$ cat config.mk
export PLATFORM = sky130hd
export DESIGN_NAME = risc8_prog_loader
export DESIGN_NICKNAME = d
export VERILOG_FILES = /design/src/rtl/risc8_prog_loader_pkg.sv /design/src/rtl/risc8_loader_timer.sv /design/src/rtl/risc8_prog_loader.sv
export SDC_FILE = /design/constraint.sdc
export NUM_CORES = 1
export LEC_CHECK = 0
export CAP_MARGIN = 10
export CELL_PAD_IN_SITES_DETAIL_PLACEMENT = 1
export CELL_PAD_IN_SITES_GLOBAL_PLACEMENT = 1
export CORE_MARGIN = 3
export CORE_UTILIZATION = 25
export CTS_BUF_LIST = sky130_fd_sc_hd__clkbuf_4 sky130_fd_sc_hd__clkbuf_8
export DETAILED_ROUTE_END_ITERATION = 12
export PLACE_DENSITY = 0.51
export RECOVER_POWER = 100
export SLEW_MARGIN = 20
export SYNTH_ARGS = -nofsm -noshare
export SYNTH_HDL_FRONTEND = slang
export SYNTH_SLANG_ARGS = --single-unit
$ cat constraint.sdc
create_clock -name clk -period 5.4 [get_ports clk]
set_input_delay 1.08 -clock clk [delete_from_list [all_inputs] [get_ports clk]]
set_output_delay 1.08 -clock clk [all_outputs]
set_load 0.05 [all_outputs]
$ cat src/rtl/risc8_prog_loader_pkg.sv
// Shared definitions for the RISC8 program loader.
// Holds the FSM state encoding, the default frame start marker and the frame format
// constants that the host-side image packer must agree with.
package risc8_prog_loader_pkg;

    // Loader FSM states.
    typedef enum logic [2:0] {
        StIdle = 3'd0,
        StLen  = 3'd1,
        StData = 3'd2,
        StChk  = 3'd3,
        StDone = 3'd4
    } state_e;

    // Frame format: SYNC, LEN, LEN payload bytes, CHK.
    localparam logic [7:0]  SyncByteDefault = 8'hA5;
    // A LEN byte of zero encodes a full 256-byte image.
    localparam int unsigned LenZeroBytes    = 256;
    // Remaining-count width; must hold LenZeroBytes.
    localparam int unsigned RemW            = 9;
    // Payload sum plus CHK must land on this value (mod 256).
    localparam logic [7:0]  ChkResidue      = 8'h00;

    // Convert the LEN byte into the number of payload bytes to expect.
    function automatic logic [RemW-1:0] len_to_count(input logic [7:0] len);
        return (len == 8'h00) ? RemW'(LenZeroBytes) : {1'b0, len};
    endfunction

    // Checksum verdict for the running payload sum and the received CHK byte.
    function automatic logic chk_ok(input logic [7:0] sum, input logic [7:0] chk);
        logic [7:0] total;
        total = sum + chk;
        return total == ChkResidue;
    endfunction

endpackage

$ cat src/rtl/risc8_loader_timer.sv
// Inter-byte timeout counter for the RISC8 program loader.
// Ports:
//   clk      rising-edge clock
//   reset    asynchronous, active-high
//   clr      synchronous clear (wins over en)
//   en       count one idle cycle
//   expired  counter has reached TIMEOUT_CYC (holds there until cleared)
module risc8_loader_timer #(
    parameter int unsigned TIMEOUT_CYC = 1023
) (
    input  logic clk,
    input  logic reset,
    input  logic clr,
    input  logic en,
    output logic expired
);

    localparam int unsigned CntW = ($clog2(TIMEOUT_CYC + 1) < 1) ? 1 : $clog2(TIMEOUT_CYC + 1);

    logic [CntW-1:0] cnt_q, cnt_d;

    assign expired = (cnt_q == CntW'(TIMEOUT_CYC));

    always_comb begin
        cnt_d = cnt_q;
        if (clr) begin
            cnt_d = '0;
        end else if (en && !expired) begin
            // Saturate so a stalled frame cannot wrap back into the allowed window.
            cnt_d = cnt_q + CntW'(1);
        end
    end

    always_ff @(posedge clk or posedge reset) begin
        if (reset) begin
            cnt_q <= '0;
        end else begin
            cnt_q <= cnt_d;
        end
    end

endmodule

$ cat src/rtl/risc8_prog_loader.sv
// RISC8 program loader: writer side of the 256x8 instruction memory.
// Receives a framed image (SYNC, LEN, payload, CHK) on a byte stream, writes the payload
// into imem one cycle after each byte arrives, and releases the core from reset only once
// the checksum has verified. Timeouts and bad checksums leave the core in reset with err set.
// Ports:
//   clk, reset          clock, asynchronous active-high reset
//   in_valid/in_data    incoming byte stream
//   in_ready            always 1 once out of reset (no back-pressure)
//   imem_we/addr/wdata  instruction memory write port
//   cpu_reset           core held in reset while high
//   done                last frame loaded and verified
//   err                 last frame failed (checksum or timeout), sticky until next SYNC
//   byte_cnt            payload bytes written in current/last frame
module risc8_prog_loader
    import risc8_prog_loader_pkg::*;
#(
    parameter int unsigned ADDR_W      = 8,
    parameter logic [7:0]  SYNC_BYTE   = SyncByteDefault,
    parameter int unsigned TIMEOUT_CYC = 1023
) (
    input  logic              clk,
    input  logic              reset,
    input  logic              in_valid,
    input  logic [7:0]        in_data,
    output logic              in_ready,
    output logic              imem_we,
    output logic [ADDR_W-1:0] imem_addr,
    output logic [7:0]        imem_wdata,
    output logic              cpu_reset,
    output logic              done,
    output logic              err,
    output logic [ADDR_W-1:0] byte_cnt
);

    state_e            state_q, state_d;
    logic              ready_q;
    logic              we_q, we_d;
    logic [ADDR_W-1:0] addr_q, addr_d;
    logic [7:0]        wdata_q, wdata_d;
    logic              cpu_reset_q, cpu_reset_d;
    logic              done_q, done_d;
    logic              err_q, err_d;
    logic [ADDR_W-1:0] byte_cnt_q, byte_cnt_d;
    logic [RemW-1:0]   rem_q, rem_d;
    logic [7:0]        sum_q, sum_d;

    logic accept;
    logic is_sync;
    logic in_frame;
    logic expired;
    logic timeout;
    logic start;

    assign accept   = in_valid & ready_q;
    assign is_sync  = (in_data == SYNC_BYTE);
    assign in_frame = (state_q == StLen) || (state_q == StData) || (state_q == StChk);
    // A byte arriving on the expiry cycle still counts; only a silent cycle times out.
    assign timeout  = in_frame & ~accept & expired;
    assign start    = accept & is_sync & ((state_q == StIdle) || (state_q == StDone));

    risc8_loader_timer #(
        .TIMEOUT_CYC (TIMEOUT_CYC)
    ) u_timer (
        .clk     (clk),
        .reset   (reset),
        .clr     (accept | ~in_frame),
        .en      (in_frame),
        .expired (expired)
    );

    // State register.
    always_ff @(posedge clk or posedge reset) begin
        if (reset) begin
            state_q <= StIdle;
        end else begin
            state_q <= state_d;
        end
    end

    // Next-state logic.
    always_comb begin
        state_d = state_q;
        unique case (state_q)
            StIdle: begin
                if (start) state_d = StLen;
            end
            StLen: begin
                if (accept) state_d = StData;
                else if (timeout) state_d = StIdle;
            end
            StData: begin
                if (accept) begin
                    if (rem_q == RemW'(1)) state_d = StChk;
                end else if (timeout) begin
                    state_d = StIdle;
                end
            end
            StChk: begin
                if (accept) state_d = chk_ok(sum_q, in_data) ? StDone : StIdle;
                else if (timeout) state_d = StIdle;
            end
            StDone: begin
                if (start) state_d = StLen;
            end
            default: state_d = StIdle;
        endcase
    end

    // Registered outputs and datapath next values.
    always_comb begin
        we_d        = 1'b0;
        addr_d      = addr_q;
        wdata_d     = wdata_q;
        cpu_reset_d = cpu_reset_q;
        done_d      = done_q;
        err_d       = err_q;
        byte_cnt_d  = byte_cnt_q;
        rem_d       = rem_q;
        sum_d       = sum_q;

        if (start) begin
            cpu_reset_d = 1'b1;
            done_d      = 1'b0;
            err_d       = 1'b0;
            byte_cnt_d  = '0;
        end

        unique case (state_q)
            StLen: begin
                if (accept) begin
                    rem_d = len_to_count(in_data);
                    sum_d = 8'h00;
                end
            end
            StData: begin
                if (accept) begin
                    we_d       = 1'b1;
                    addr_d     = byte_cnt_q;
                    wdata_d    = in_data;
                    byte_cnt_d = byte_cnt_q + ADDR_W'(1);
                    sum_d      = sum_q + in_data;
                    rem_d      = rem_q - RemW'(1);
                end
            end
            StChk: begin
                if (accept) begin
                    if (chk_ok(sum_q, in_data)) begin
                        cpu_reset_d = 1'b0;
                        done_d      = 1'b1;
                    end else begin
                        err_d = 1'b1;
                    end
                end
            end
            default: ;
        endcase

        // Abandoned frames keep whatever was already written; the core stays in reset.
        if (timeout) err_d = 1'b1;
    end

    always_ff @(posedge clk or posedge reset) begin
        if (reset) begin
            ready_q     <= 1'b0;
            we_q        <= 1'b0;
            addr_q      <= '0;
            wdata_q     <= 8'h00;
            cpu_reset_q <= 1'b1;
            done_q      <= 1'b0;
            err_q       <= 1'b0;
            byte_cnt_q  <= '0;
            rem_q       <= '0;
            sum_q       <= 8'h00;
        end else begin
            ready_q     <= 1'b1;
            we_q        <= we_d;
            addr_q      <= addr_d;
            wdata_q     <= wdata_d;
            cpu_reset_q <= cpu_reset_d;
            done_q      <= done_d;
            err_q       <= err_d;
            byte_cnt_q  <= byte_cnt_d;
            rem_q       <= rem_d;
            sum_q       <= sum_d;
        end
    end

    assign in_ready   = ready_q;
    assign imem_we    = we_q;
    assign imem_addr  = addr_q;
    assign imem_wdata = wdata_q;
    assign cpu_reset  = cpu_reset_q;
    assign done       = done_q;
    assign err        = err_q;
    assign byte_cnt   = byte_cnt_q;

endmodule

# Word-level counts from Yosys, hierarchy flattened
# Index checks and enable logic that the tools add are counted.
# totals
regBits	59
latchBits	0
mem_bits_rw	0
rom_bits	0
out_inout_bits	29
word_cells	84
n_memories	0
# op_classes
n_addsub	4
n_mul	0
div_mod_pow	0
order_cmp	0
eq_ne	11
shifts	0
n_mux	35
n_bitwise	8
reduce_logical	14
# ops
operator	count
two-way mux 8 bit	5
two-way mux 9 bit	3
two-way mux 3 bit	7
two-way mux 10 bit	2
case mux 9 bit (2 select lines)	1
logical NOT 8 bit	2
case mux 8 bit (2 select lines)	1
two-way mux 1 bit	15
case mux 3 bit (4 select lines)	1
adder 10 x 1 -> 10 bit, second input constant	1
== test 10 bit, second input constant	1
== test 9 x 1 -> 1 bit, second input constant	1
subtractor 9 x 1 -> 9 bit, second input constant	1
adder 8 x 1 -> 8 bit, second input constant	1
adder 8 bit	1
== test 8 bit, second input constant	1
== test 3 x 2 -> 1 bit, second input constant	2
AND 1 bit	5
!= test 2 bit, second input constant	2
AND reduction 2 bit	2
nonzero test 2 bit	2
== test 3 x 1 -> 1 bit, second input constant	1
== test 3 bit, second input constant	1
logical NOT 3 bit	1
9 further kinds	12

# Depth between registers and ports, before layout
# depth
ltp_word	8
depth_mapped	9

# Hierarchy
# From an unflattened synthesis, not the netlist that was laid out.
# hier_totals
cells_unflattened	346
hier_area_um2	3215.6
# modules_own_cells
mod	n_inst	cells_per_inst	area_per_inst_um2	seq_area_each_um2
risc8_prog_loader	1	280	2580.0	1227.4
risc8_loader_timer	1	66	635.6	250.2

# Worst setup path before layout
# No wires, ideal clock.
# synth_timing
kind	input port to flip-flop
start	input in_data[0]
end	register err_q, in the netlist err
setup_time_ns	0.126
arrival_time_ns	2.843
required_time_ns	5.274
slack_ns	2.431
cell_stages	7
n_path_buf	0
path_cell_list	ha_1 > fa_1 > xor2_1 > or3_1 > nor4_4 > nand3_1 > a221o_1
# synth_via
elab_chain_cells	8
word_cells_on_any_way	10
cone_classes	1 x add/sub; 1 x eq/ne; 5 x mux; 2 x bitwise; 1 x reduce/logical
# synth_lines
element	line_no	source
start: declaration	risc8_prog_loader.sv:24	input logic [7:0] in_data,
parallel branches: the longest is 6 deep, another holds adder 8 bit	--	
two-way mux 1 bit *	risc8_prog_loader.sv:128	unique case (state_q)
two-way mux 1 bit *	risc8_prog_loader.sv:159	if (timeout) err_d = 1'b1;
via err_d	risc8_prog_loader.sv:42	logic err_q, err_d;
end signal: assignment	risc8_prog_loader.sv:181	err_q <= err_d;
end: declaration	risc8_prog_loader.sv:42	
# Mark *: on every way through the listed nets, which the timed path passes.
# A chain may end at the register's enable or synchronous reset.

# Worst setup path in the final report
# layout_timing
start	input in_valid
end	register byte_cnt_q[6], in the netlist byte_cnt[6]
# layout_via
elab_chain_cells	6
# layout_lines
element	line_no	source
start: declaration	risc8_prog_loader.sv:23	input logic in_valid,
AND 1 bit *	risc8_prog_loader.sv:54	assign accept = in_valid & ready_q;
AND 1 bit (2 in series)	risc8_prog_loader.sv:59	assign start = accept & is_sync & ((state_q == StIdle) || (state_q == StDone));
two-way mux 8 bit	risc8_prog_loader.sv:121	if (start) begin
two-way mux 8 bit	risc8_prog_loader.sv:136	if (accept) begin
two-way mux 8 bit *	risc8_prog_loader.sv:128	
via byte_cnt_d[6]	risc8_prog_loader.sv:43	logic [ADDR_W-1:0] byte_cnt_q, byte_cnt_d;
end signal: assignment	risc8_prog_loader.sv:182	byte_cnt_q <= byte_cnt_d;
end: declaration	risc8_prog_loader.sv:43	
# Mark *: on every way through the listed nets, which the timed path passes. The rest lies on a longest branch.

==> impl_metrics.toml <==
[sta]
hold_viol_final = 0
tightest_slew_ns = 1.037
drv_slew = 0
post-route-period-util_pct = 66.39
setup_tns_ns = 0
finalSetupViolations = 0
relSlewSlack_pct = 30.50
fin_crit_ns = 3.585
skew_ns = 0.007857
grt_setup_unrepaired = "false"
fmax_ghz = 0.2789

[global_route]
overflow = 0
antenna_found_initial = 0
first_global_vias = 2769
grt_first_pass_wirelength_um = 14480
grt_usage_pct = 14.02
grt_max_degree = 52

[clock_network]
numCtsBuffers = 9
clk_path_buf_depth = 2
cts.sinks = 59
post-cts-setup-buffer-count = 0
cts_tree = "done"
htreeDepth = 3
cts_resized = 0
hold_buffers = 0
cts-root-buf = "clkbuf_8"
clk_latency_ns = 0.34
clk_transition_reported_paths_ns = 0.07

[critical_path]
endpoint = "byte_cnt[6]$_DFF_PP0_"
cp_top_family = "buffers and inverters"
arrival_ns = 3.85
path_class = "input port to flip-flop"
reg2reg_slack_ns = 2.26
crit_chain = "dlygate4sd3_1, nand3_4, clkinvlp_2, and3_1, nand4_1, mux2i_1"
rr_startpoint = "state_q[0]$_DFFE_PP0P_"
slowest_stage = "clkinvlp_2"
cpPeakStageDelay_ns = 0.92
endpoint_kind = "flip-flop"
worstSetupStartpoint = "in_valid"
crit_fanout = 28
rr_worst_depth = 7
reg2reg_to = "byte_cnt[6]$_DFF_PP0_"
crit_cells = 6
critPathBufInv = 2
crit_path_start_kind = "input port"
worstPathRequired_ns = 5.67

[logic_synthesis]
synth_seq_cells = 59
syn_inst = 321
ys_types = 52
netlist_area_sq_um = 3009
muxShareOfSynthArea_pct = 0.9979
synth-compound-area-share_pct = 14.89
syn-num-nets = 344
synthXorXnorAreaFrac_pct = 3.451
synth_flop_cell = "dfrtp_1"
synth_enable_flop_cells = 0
synth_fa_ha_area_share_pct = 5.239
async_flop_share_pct = 100.0
synth-simple-area-share_pct = 23.37
synth-seq-area-share_pct = 49.11
synth_area_per_cell_sq_um = 9.374
synth_top_family_by_area = "simple AND/OR/NAND/NOR gates"
yosys_warnings = 0

[detailed_routing]
wl_per_cell_um = 16.49
vias = 2470
viasPerCell = 4.862
drt_iter0_drc = 84
wirelength_um = 8379
firstDrtPassIters = 4
drc = 0
ant_nets = 0

[layout]
final_common_cell = "nand2_1"
area_growth_pct = 25.32
drive_gt1_share_pct = 7.945
layout_common_cells = "nand2_1 (72), dfrtp_1 (58), dlygate4sd3_1 (33)"
finalNetCount = 383
nFillCells = 1383
diodes = 0

[power_and_ir_drop]
cellPowerDensity_nw_per_um2 = 537.3
ir_worst_vdd_v = 0.0001928
p_leak_uw = 0.001772
fin_total_pwr_uw = 2026

[floorplan]
io_pins = 40
rows = 39
die_x_um = 115.7
design.core.area_sq_um = 11610
die_h_um = 115.7
die_area_sq_um = 13390
start_util_pct = 25.91

[hold_path]
holdCritPathClass = "flip-flop to flip-flop"

[job]
cap_viol_max_count = 0

[place]
hpwlAfterDp_um = 5725
gp_congestion = 0.7818
port-buffer-count = 39

[status]
status = "complete, no violations"
cell type report:
type | count | area (sq um) | share of cell area, %
clock inverter | 5 | 100.1 | 2.654
clock buffer | 11 | 145.1 | 3.849
inverter | 7 | 27.53 | 0.7299
tap | 143 | 178.9 | 4.745
sequential | 59 | 1478 | 39.18
timing repair buffer | 41 | 401.6 | 10.65
multi-input combinational | 242 | 1440 | 38.19
synth_stat cells, types with 2 or more instances:
cell type | n | area (sq um)
a211oi_1 | 3 | 22.52
a21oi_1 | 16 | 80.08
a22o_1 | 6 | 52.55
a31oi_1 | 5 | 31.28
and3_1 | 6 | 37.54
buf_2 | 4 | 20.02
clkbuf_1 | 8 | 30.03
dfrtp_1 | 58 | 1451
ha_1 | 11 | 137.6
inv_1 | 6 | 22.52
mux2i_1 | 3 | 30.03
nand2_1 | 72 | 270.3
nand3_1 | 11 | 55.05
nand4_1 | 9 | 56.30
nand4_2 | 2 | 25.02
nor2_1 | 27 | 101.4
nor3_1 | 8 | 40.04
nor3b_1 | 2 | 15.01
nor4_1 | 2 | 12.51
o211ai_1 | 2 | 15.01
o21a_1 | 2 | 15.01
o21ai_0 | 16 | 80.08
o22a_1 | 4 | 35.03
o31ai_1 | 2 | 15.01
xnor2_1 | 2 | 17.52
xor2_1 | 8 | 70.07
cells by family after synthesis:
group                      count (synthesis)
muxes                                      3
xor gates and xnor gates                  11
other                                      1
adders and majority gates                 12
DFF                                       59
AOI/OAI and AO/OA                         67
buffers and inverters                     20
and+or+nand+nor                          148
metrics by stage:
stage	setup WS, ns	std cells	utilization, %	hold WS [ns]	cell area [sq um]
finish	1.815	508	32.47	0.4711	3771
floorplan	2.431	321	-	0.4538	3009
detailed placement	1.684	492	30.45	0.4642	3536
global route	1.538	508	32.47	0.4858	3771
global placement	1.749	492	30.45	0.4619	3536
CTS	2.079	508	32.56	0.4828	3781
power breakdown:
group | internal (uW) | total, uW | switching, uW
Sequential | 572 | 695 | 123
Clock | 323 | 504 | 181
Combinational | 284 | 828 | 544
how the worst min path moves through the flow:
stage	start	to	slack, ns	cells past startpoint
floorplan	sum_q[6]$_DFFE_PP0P_	sum_q[6]$_DFFE_PP0P_	0.45	2
global placement	imem_addr[1]$_DFFE_PP0P_	imem_addr[1]$_DFFE_PP0P_	0.46	2
detailed placement	imem_addr[5]$_DFFE_PP0P_	imem_addr[5]$_DFFE_PP0P_	0.46	2
CTS	imem_addr[5]$_DFFE_PP0P_	imem_addr[5]$_DFFE_PP0P_	0.48	2
global route	imem_addr[5]$_DFFE_PP0P_	imem_addr[5]$_DFFE_PP0P_	0.49	2
finish	imem_addr[5]$_DFFE_PP0P_	imem_addr[5]$_DFFE_PP0P_	0.47	2
flip-flops by register name (all words and copies together), names as in the netlist:
signal,count
state_q,3
imem_addr,8
err,1
done,1
sum_q,8
imem_we,1
byte_cnt,8
u_timer.cnt_q,10
rem_q,9
in_ready,1
imem_wdata,8
cpu_reset,1
worst min-delay path, cell delays in order, from the launching register on:
cell and delay, ns:
dfrtp_1 0.34, nand2_1 0.05, nand2_1 0.05
routing by layer:
metal | up-vias | wire (um) | part of all wire [%] | GRT usage [%]
li1 | 1205 | - | - | -
met2 | 42 | 3854 | 46 | 21.57
met5 | - | 0 | 0 | 0
met1 | 1215 | 3978 | 47 | 17.96
met3 | 8 | 462 | 5.5 | 5.535
met4 | 0 | 84 | 1.0 | 5.027
Note: power is estimated with default switching activity, not from simulation.
